==> src/rtl/jump_trajectory_if.sv <==
// ---------------------------------------------------------------------------
// jump_trajectory_if
//   Bundle between the game FSM and the jump physics stage.
//   master : game FSM side (drives the jump request and initial velocity)
//   slave  : jump_trajectory side (returns height, distance, done, busy)
// Signals:
//   i_jump_en     1   level jump request, held high for the whole jump
//   i_v_init      11  initial vertical velocity (0..127 meaningful)
//   o_jump_done   1   landing flag (level)
//   o_jump_dist   11  cumulative horizontal distance, pixels
//   o_jump_height 9   current height above the block, pixels
//   o_busy        1   high while airborne
// ---------------------------------------------------------------------------
interface jump_trajectory_if;
   logic        i_jump_en;
   logic [10:0] i_v_init;
   logic        o_jump_done;
   logic [10:0] o_jump_dist;
   logic [8:0]  o_jump_height;
   logic        o_busy;

   modport master (
      output i_jump_en,
      output i_v_init,
      input  o_jump_done,
      input  o_jump_dist,
      input  o_jump_height,
      input  o_busy
   );

   modport slave (
      input  i_jump_en,
      input  i_v_init,
      output o_jump_done,
      output o_jump_dist,
      output o_jump_height,
      output o_busy
   );
endinterface

==> src/rtl/jump_trajectory.sv <==
// ---------------------------------------------------------------------------
// jump_trajectory
//   Physics stage downstream of the game FSM. On a jump request it integrates
//   a discrete parabola: vertical velocity drops by GRAVITY each physics tick,
//   height accumulates velocity, and distance advances by VX per tick. Landing
//   is reported with a level done flag that is held until the request drops.
// Ports:
//   clk_machine  in   system clock
//   rst_machine  in   asynchronous active-high reset
//   bus          slave modport of jump_trajectory_if (request in, results out)
// Parameters:
//   TICK_DIV  clk_machine cycles per physics tick
//   GRAVITY   velocity decrement per tick
//   VX        distance increment per tick
//   HSHIFT    right shift from height accumulator to pixel height
// ---------------------------------------------------------------------------
module jump_trajectory #(
   parameter int TICK_DIV = 100000,
   parameter int GRAVITY  = 1,
   parameter int VX       = 1,
   parameter int HSHIFT   = 5
) (
   input  logic              clk_machine,
   input  logic              rst_machine,
   jump_trajectory_if.slave  bus
);

   localparam int CNT_W = (TICK_DIV > 1) ? $clog2(TICK_DIV) : 1;
   localparam logic [CNT_W-1:0] TICK_LAST = CNT_W'(TICK_DIV - 1);
   localparam logic [11:0]      DIST_MAX  = 12'd2047;

   typedef enum logic [1:0] {
      IDLE = 2'd0,
      FLY  = 2'd1,
      DONE = 2'd2
   } state_t;

   state_t             state_r,    state_nx_s;
   logic [CNT_W-1:0]   tick_cnt_r, tick_cnt_nx_s;
   logic signed [11:0] vy_r,       vy_nx_s;
   logic signed [14:0] h_acc_r,    h_acc_nx_s;
   logic [10:0]        dist_r,     dist_nx_s;
   logic [8:0]         height_r,   height_nx_s;
   logic               done_r,     done_nx_s;
   logic               busy_r,     busy_nx_s;

   logic               tick_hit_s;
   logic signed [14:0] h_sum_s;
   logic signed [14:0] h_shift_s;
   logic               land_s;
   logic [11:0]        dist_inc_s;
   logic [10:0]        dist_sat_s;
   logic [6:0]         v_sat_s;

   // Datapath helpers: tick detect, height integration, landing test, saturations
   always_comb begin
      tick_hit_s = (tick_cnt_r == TICK_LAST);
      h_sum_s    = h_acc_r + {{3{vy_r[11]}}, vy_r};
      h_shift_s  = h_sum_s >>> HSHIFT;
      // Land only on the way down (vy <= 0) once the next height reaches the block
      land_s     = (vy_r <= 12'sd0) && (h_sum_s <= 15'sd0);
      dist_inc_s = {1'b0, dist_r} + 12'(VX);
      if (dist_inc_s > DIST_MAX) begin
         dist_sat_s = 11'h7FF;
      end else begin
         dist_sat_s = dist_inc_s[10:0];
      end
      if (bus.i_v_init > 11'd127) begin
         v_sat_s = 7'd127;
      end else begin
         v_sat_s = bus.i_v_init[6:0];
      end
   end

   // Next-state and next-register logic of the jump FSM
   always_comb begin
      state_nx_s    = state_r;
      tick_cnt_nx_s = tick_cnt_r;
      vy_nx_s       = vy_r;
      h_acc_nx_s    = h_acc_r;
      dist_nx_s     = dist_r;
      height_nx_s   = height_r;
      done_nx_s     = done_r;
      busy_nx_s     = busy_r;

      case (state_r)
         IDLE: begin
            height_nx_s = 9'd0;
            done_nx_s   = 1'b0;
            if (bus.i_jump_en) begin
               state_nx_s    = FLY;
               vy_nx_s       = {5'd0, v_sat_s};
               h_acc_nx_s    = 15'sd0;
               dist_nx_s     = 11'd0;
               tick_cnt_nx_s = '0;
               busy_nx_s     = 1'b1;
            end else begin
               busy_nx_s     = 1'b0;
            end
         end

         FLY: begin
            if (!bus.i_jump_en) begin
               // Abort: drop height, keep distance, never report done
               state_nx_s    = IDLE;
               tick_cnt_nx_s = '0;
               vy_nx_s       = 12'sd0;
               h_acc_nx_s    = 15'sd0;
               height_nx_s   = 9'd0;
               busy_nx_s     = 1'b0;
               done_nx_s     = 1'b0;
            end else if (tick_hit_s) begin
               tick_cnt_nx_s = '0;
               dist_nx_s     = dist_sat_s;
               if (land_s) begin
                  state_nx_s  = DONE;
                  h_acc_nx_s  = 15'sd0;
                  height_nx_s = 9'd0;
                  done_nx_s   = 1'b1;
                  busy_nx_s   = 1'b0;
               end else begin
                  h_acc_nx_s  = h_sum_s;
                  height_nx_s = h_shift_s[8:0];
                  vy_nx_s     = vy_r - $signed(12'(GRAVITY));
               end
            end else begin
               tick_cnt_nx_s = tick_cnt_r + 1'b1;
            end
         end

         DONE: begin
            height_nx_s = 9'd0;
            busy_nx_s   = 1'b0;
            if (!bus.i_jump_en) begin
               state_nx_s = IDLE;
               done_nx_s  = 1'b0;
            end else begin
               done_nx_s  = 1'b1;
            end
         end

         default: begin
            state_nx_s    = IDLE;
            tick_cnt_nx_s = '0;
            vy_nx_s       = 12'sd0;
            h_acc_nx_s    = 15'sd0;
            dist_nx_s     = 11'd0;
            height_nx_s   = 9'd0;
            done_nx_s     = 1'b0;
            busy_nx_s     = 1'b0;
         end
      endcase
   end

   // State and datapath registers with asynchronous reset
   always_ff @(posedge clk_machine or posedge rst_machine) begin
      if (rst_machine) begin
         state_r    <= IDLE;
         tick_cnt_r <= '0;
         vy_r       <= 12'sd0;
         h_acc_r    <= 15'sd0;
         dist_r     <= 11'd0;
         height_r   <= 9'd0;
         done_r     <= 1'b0;
         busy_r     <= 1'b0;
      end else begin
         state_r    <= state_nx_s;
         tick_cnt_r <= tick_cnt_nx_s;
         vy_r       <= vy_nx_s;
         h_acc_r    <= h_acc_nx_s;
         dist_r     <= dist_nx_s;
         height_r   <= height_nx_s;
         done_r     <= done_nx_s;
         busy_r     <= busy_nx_s;
      end
   end

   assign bus.o_jump_done   = done_r;
   assign bus.o_jump_dist   = dist_r;
   assign bus.o_jump_height = height_r;
   assign bus.o_busy        = busy_r;

endmodule

==> src/flat_wrapper.sv <==
// flat-port wrapper written by rule: the top's interface ports become plain ports
module jump_trajectory_flat 
#(
   parameter int TICK_DIV = 100000,
   parameter int GRAVITY  = 1,
   parameter int VX       = 1,
   parameter int HSHIFT   = 5
)
  (clk_machine, rst_machine, bus_i_jump_en, bus_i_v_init, bus_o_jump_done, bus_o_jump_dist, bus_o_jump_height, bus_o_busy);
  jump_trajectory_if bus_i ();
  input  logic clk_machine;
  input  logic rst_machine;
  input wire logic [$bits(bus_i.i_jump_en)-1:0] bus_i_jump_en;
  input wire logic [$bits(bus_i.i_v_init)-1:0] bus_i_v_init;
  output wire logic [$bits(bus_i.o_jump_done)-1:0] bus_o_jump_done;
  output wire logic [$bits(bus_i.o_jump_dist)-1:0] bus_o_jump_dist;
  output wire logic [$bits(bus_i.o_jump_height)-1:0] bus_o_jump_height;
  output wire logic [$bits(bus_i.o_busy)-1:0] bus_o_busy;
  assign bus_i.i_jump_en = bus_i_jump_en;
  assign bus_i.i_v_init = bus_i_v_init;
  assign bus_o_jump_done = bus_i.o_jump_done;
  assign bus_o_jump_dist = bus_i.o_jump_dist;
  assign bus_o_jump_height = bus_i.o_jump_height;
  assign bus_o_busy = bus_i.o_busy;
  jump_trajectory #(.TICK_DIV(TICK_DIV), .GRAVITY(GRAVITY), .VX(VX), .HSHIFT(HSHIFT)) u_core (.clk_machine(clk_machine), .rst_machine(rst_machine), .bus(bus_i));
endmodule
==> config.mk <==
export PLATFORM = sky130hd
export DESIGN_NAME = jump_trajectory_flat
export DESIGN_NICKNAME = d
export VERILOG_FILES = /design/src/rtl/jump_trajectory_if.sv /design/src/rtl/jump_trajectory.sv /design/src/flat_wrapper.sv
export SDC_FILE = /design/constraint.sdc
export NUM_CORES = 1
export LEC_CHECK = 0
export ABC_AREA = 0
export BUFFER_PORTS_ARGS = -buffer_cell sky130_fd_sc_hd__buf_2
export CORE_MARGIN = 2
export CORE_UTILIZATION = 30
export DETAILED_ROUTE_END_ITERATION = 7
export PLACE_DENSITY_LB_ADDON = 0.12
export REMOVE_ABC_BUFFERS = 1
export SLEW_MARGIN = 10
export SYNTH_ARGS = -nofsm -noshare
export SYNTH_HDL_FRONTEND = slang
export SYNTH_SLANG_ARGS = --single-unit
==> constraint.sdc <==
create_clock -name clk_machine -period 11 [get_ports clk_machine]
set_clock_uncertainty 0.05 [all_clocks]
set_input_delay 1.1 -clock clk_machine [delete_from_list [all_inputs] [get_ports clk_machine]]
set_output_delay 1.1 -clock clk_machine [all_outputs]
set_load 0.02 [all_outputs]
==> results by group <==
Synthesis
  • Multiplexer share of the synthesized area: 1.02%
  • Netlist Area Pre-Place: roughly 4400 um^2
  • Top FF cell, synth: dfrtp_1
  • Post-synthesis sequential area ratio: just under 40%
  • Post-synthesis compound-gate area fraction: about 24%
  • Mapped Cells: 499
  • Seq cells post-synth: 68
  • Post-synth EDFFs: 0
  • Simple-gate portion of the synthesized area: around a fifth
  • Avg Cell Area, Syn: 8.81 um^2
  • Largest family of logic cells by synthesized area: compound AO/OA/AOI/OAI gates
  • Adder-Cell Fraction of Synth Area: ~6.4%
  • Warnings, synthesis: 0
  • Number of distinct library cells after synthesis: 61
  • Ys async rst share: 100%
  • XOR/XNOR Fraction of Synth Area: about 4.2%

Global routing
  • First-pass GRT wire length: between 15 and 20 mm
  • Total track usage: around 15%
  • Largest net degree at the start of global routing: 69
  • Global route overflow: 0
  • Number of global-route vias before repair: roughly 3800
  • Antenna violations before repair: 0

STA
  • Slew margin rel.: ~18%
  • Achievable clock frequency: about 240 MHz
  • Worst Hold Slack: between 0.4 and 0.5 ns
  • Slew @ Worst Pin: about 1.2 ns
  • Tcrit/Tclk final: 37.4%
  • Hold Violations, Final: 0
  • Fin. max-slew vios: 0
  • RSZ-0062 raised after global routing: false
  • Tmin final: a little over 4 ns
  • Setup TNS: 0 ns
  • Final setup viols: 0

Routing
  • Via count: 3880
  • DRC errors left: 0
  • Drt total wl: ~12 mm
  • WL per Instance: between 15 and 20 um
  • DRT Pass-1 Iters: 4
  • 1st-iter DRT viols: 196
  • Final ANT Viol Nets: 0
  • Routed vias/inst: 5.42

Run
  • Max cap viols: 0

Clocking
  • H-tree depth: 3
  • CTS tree: built
  • Resized cells post-CTS: 0
  • Post-CTS Setup Bufs: 0
  • CTS Buf Count: 9
  • Hold_buf cts: 0
  • Max Buffers Root-to-Sink: 2
  • Clk_lat worst skew: ~0.33 ns
  • CTS root buffer: clkbuf_16
  • Reg clk slew, reported paths: ~0.060 ns
  • Clock net sink count: 68

Finish
  • Final instance area: around 5000 um^2
  • P&R area growth vs syn: 14.8%
  • Reg area: roughly 1700 um^2
  • Fillers: approximately 1500
  • ANT cells: 0
  • NumNets Final: between 500 and 600
  • Commonest non-fill, non-tap cell in the layout: dfrtp_1
  • Multi-input logic area: 2530 um^2
  • Share of layout cells above drive strength 1: 13.3%
  • Most frequent cells in the layout: 68 x dfrtp_1, 47 x nor2_1, 45 x nand2_1

Min path
  • HP Start: u_core.bus.o_jump_height[6]
  • Hold endpoint: u_core.bus.o_jump_height[6]
  • Worst hold path class: flip-flop to flip-flop
  • Worst hold path depth: 1

Die
  • Die H: approximately 130 um
  • Die width: between 100 and 150 um
  • Core Area: roughly 14000 um^2
  • IO Pins: 36
  • Initial Utilization: between 30% and 40%
  • Die area: around 16000 um^2
  • Rows: 44

Power and ir drop
  • Switching share of power: roughly two fifths
  • Switch Pwr: ~0.43 mW
  • P_int: about 0.64 mW
  • P_leak: ~2.2 nW
  • Peak VDD IR: between 0.09 and 0.1 mV
  • PwrDens: 212 nW/um^2
  • Comb pwr share: a little over two fifths
  • Clock share of power: between 20% and 30%
  • Tot Pwr: between 1 and 1.5 mW
  • Sequential power share: between 30 and 40%

Placement
  • Gp weighted congestion: between 0.7 and 0.8
  • PortBufs: 35
  • Placement-stage cell area: ~4800 um^2
  • DP HPWL: ~8.5 mm

Worst setup path
  • Worst path max stage delay: 0.64 ns
  • Critical-path top delay cell: or4_1
  • Reg2reg end: u_core.vy_r[1]
  • Worst setup SP type: flip-flop
  • FF-to-FF setup slack: 6.88 ns
  • Critical path peak fanout: 6
  • Reg2reg start: u_core.vy_r[0]
  • CP arrival: 4.28 ns
  • Crit end category: flip-flop
  • Cells along the critical path: ha_1 -> inv_1 -> fa_1 -> xnor2_1 -> a2111oi_2 -> o21ai_1 -> a2111oi_0 -> or4b_1 -> or4_1 -> a31oi_4 -> mux2_4
  • Cells on worst reg2reg path: 11
  • Critical path class: flip-flop to flip-flop
  • Required @ worst endpoint: between 10 and 15 ns

Status
  • Status: complete, no violations
-- logic make-up after synthesis --
group | after synthesis
compound gates | 153
xor+xnor | 21
simple gates | 187
flops | 68
buf+inv | 44
mux | 4
fa+ha+maj | 22
-- metrics by stage --
step	std cells	util [%]	setup WS [ns]
final	716	35.0	6.88
after global placement	700	33.0	7.01
after CTS	716	35.0	6.89
after floorplan	474	-	7.13
after global routing	716	35.0	6.63
after detailed placement	700	33.0	6.91
-- worst max-delay path by stage --
stage                     cells past startpoint            from            endpoint  slack (ns)
after CTS                                    11  u_core.vy_r[0]      u_core.vy_r[1]        6.89
final                                        11  u_core.vy_r[0]      u_core.vy_r[1]        6.88
after global placement                       11  u_core.vy_r[0]      u_core.vy_r[1]        7.01
after detailed placement                     11  u_core.vy_r[0]      u_core.vy_r[1]        6.91
after floorplan                              11  u_core.vy_r[0]  u_core.h_acc_r[10]        7.13
after global routing                         11  u_core.vy_r[0]      u_core.vy_r[1]        6.63
-- Yosys cell counts, drive strengths merged (10+ instances only) --
library cell	n	share of area, %
a21oi	32	3.6
a22o	13	2.6
a31oi	10	1.8
clkbuf	22	1.9
dfrtp	68	39
ha	21	6.0
inv	19	1.6
nand2	45	3.8
nand3	24	2.7
nor2	47	4.0
nor3	11	1.3
o21ai	35	4.0
xnor2	10	2.0
xor2	11	2.2
-- power groups by stage --
stage	Sequential [mW]	Clock, mW	Combinational [mW]
after global placement	0.336	0	0.462
final	0.332	0.274	0.463
after detailed placement	0.336	0	0.463
after floorplan	0.334	0	0.334
after global routing	0.340	0.293	0.521
after CTS	0.332	0.283	0.466
-- state kept, by name, indices dropped and copies added, names as in the netlist --
signal,flops
u_core.bus.o_busy,1
u_core.bus.o_jump_dist,11
u_core.bus.o_jump_done,1
u_core.bus.o_jump_height,9
u_core.h_acc_r,15
u_core.state_r,2
u_core.tick_cnt_r,17
u_core.vy_r,12
-- critical path, delay by kind of cell (launching register included) --
| kind | cells | cell delay [ns] |
|---|---|---|
| compound gates | 4 | 1.27 |
| mux | 1 | 0.32 |
| buf+inv | 1 | 0.05 |
| flops | 1 | 0.39 |
| xor+xnor | 1 | 0.18 |
| fa+ha+maj | 2 | 0.59 |
| simple gates | 2 | 1.15 |
-- layer usage --
metal / wire, um / part of all wire, % / track usage, %
met1: 6000 / 51 / 22.2
met5: 0 / 0 / 0
met2: 5270 / 44 / 23.6
met4: 220 / 1.9 / 4.51
met3: 379 / 3.2 / 3.29
-- cell type report --
cell class	count	area share, %
multi-input combinational	387	50.2
sequential	68	33.7
clock buffer	15	5.50
tap	184	4.56
timing repair buffer	42	4.51
inverter	19	1.41
clock inverter	1	0.0992
No activity file was read; power rests on OpenSTA's default activity.
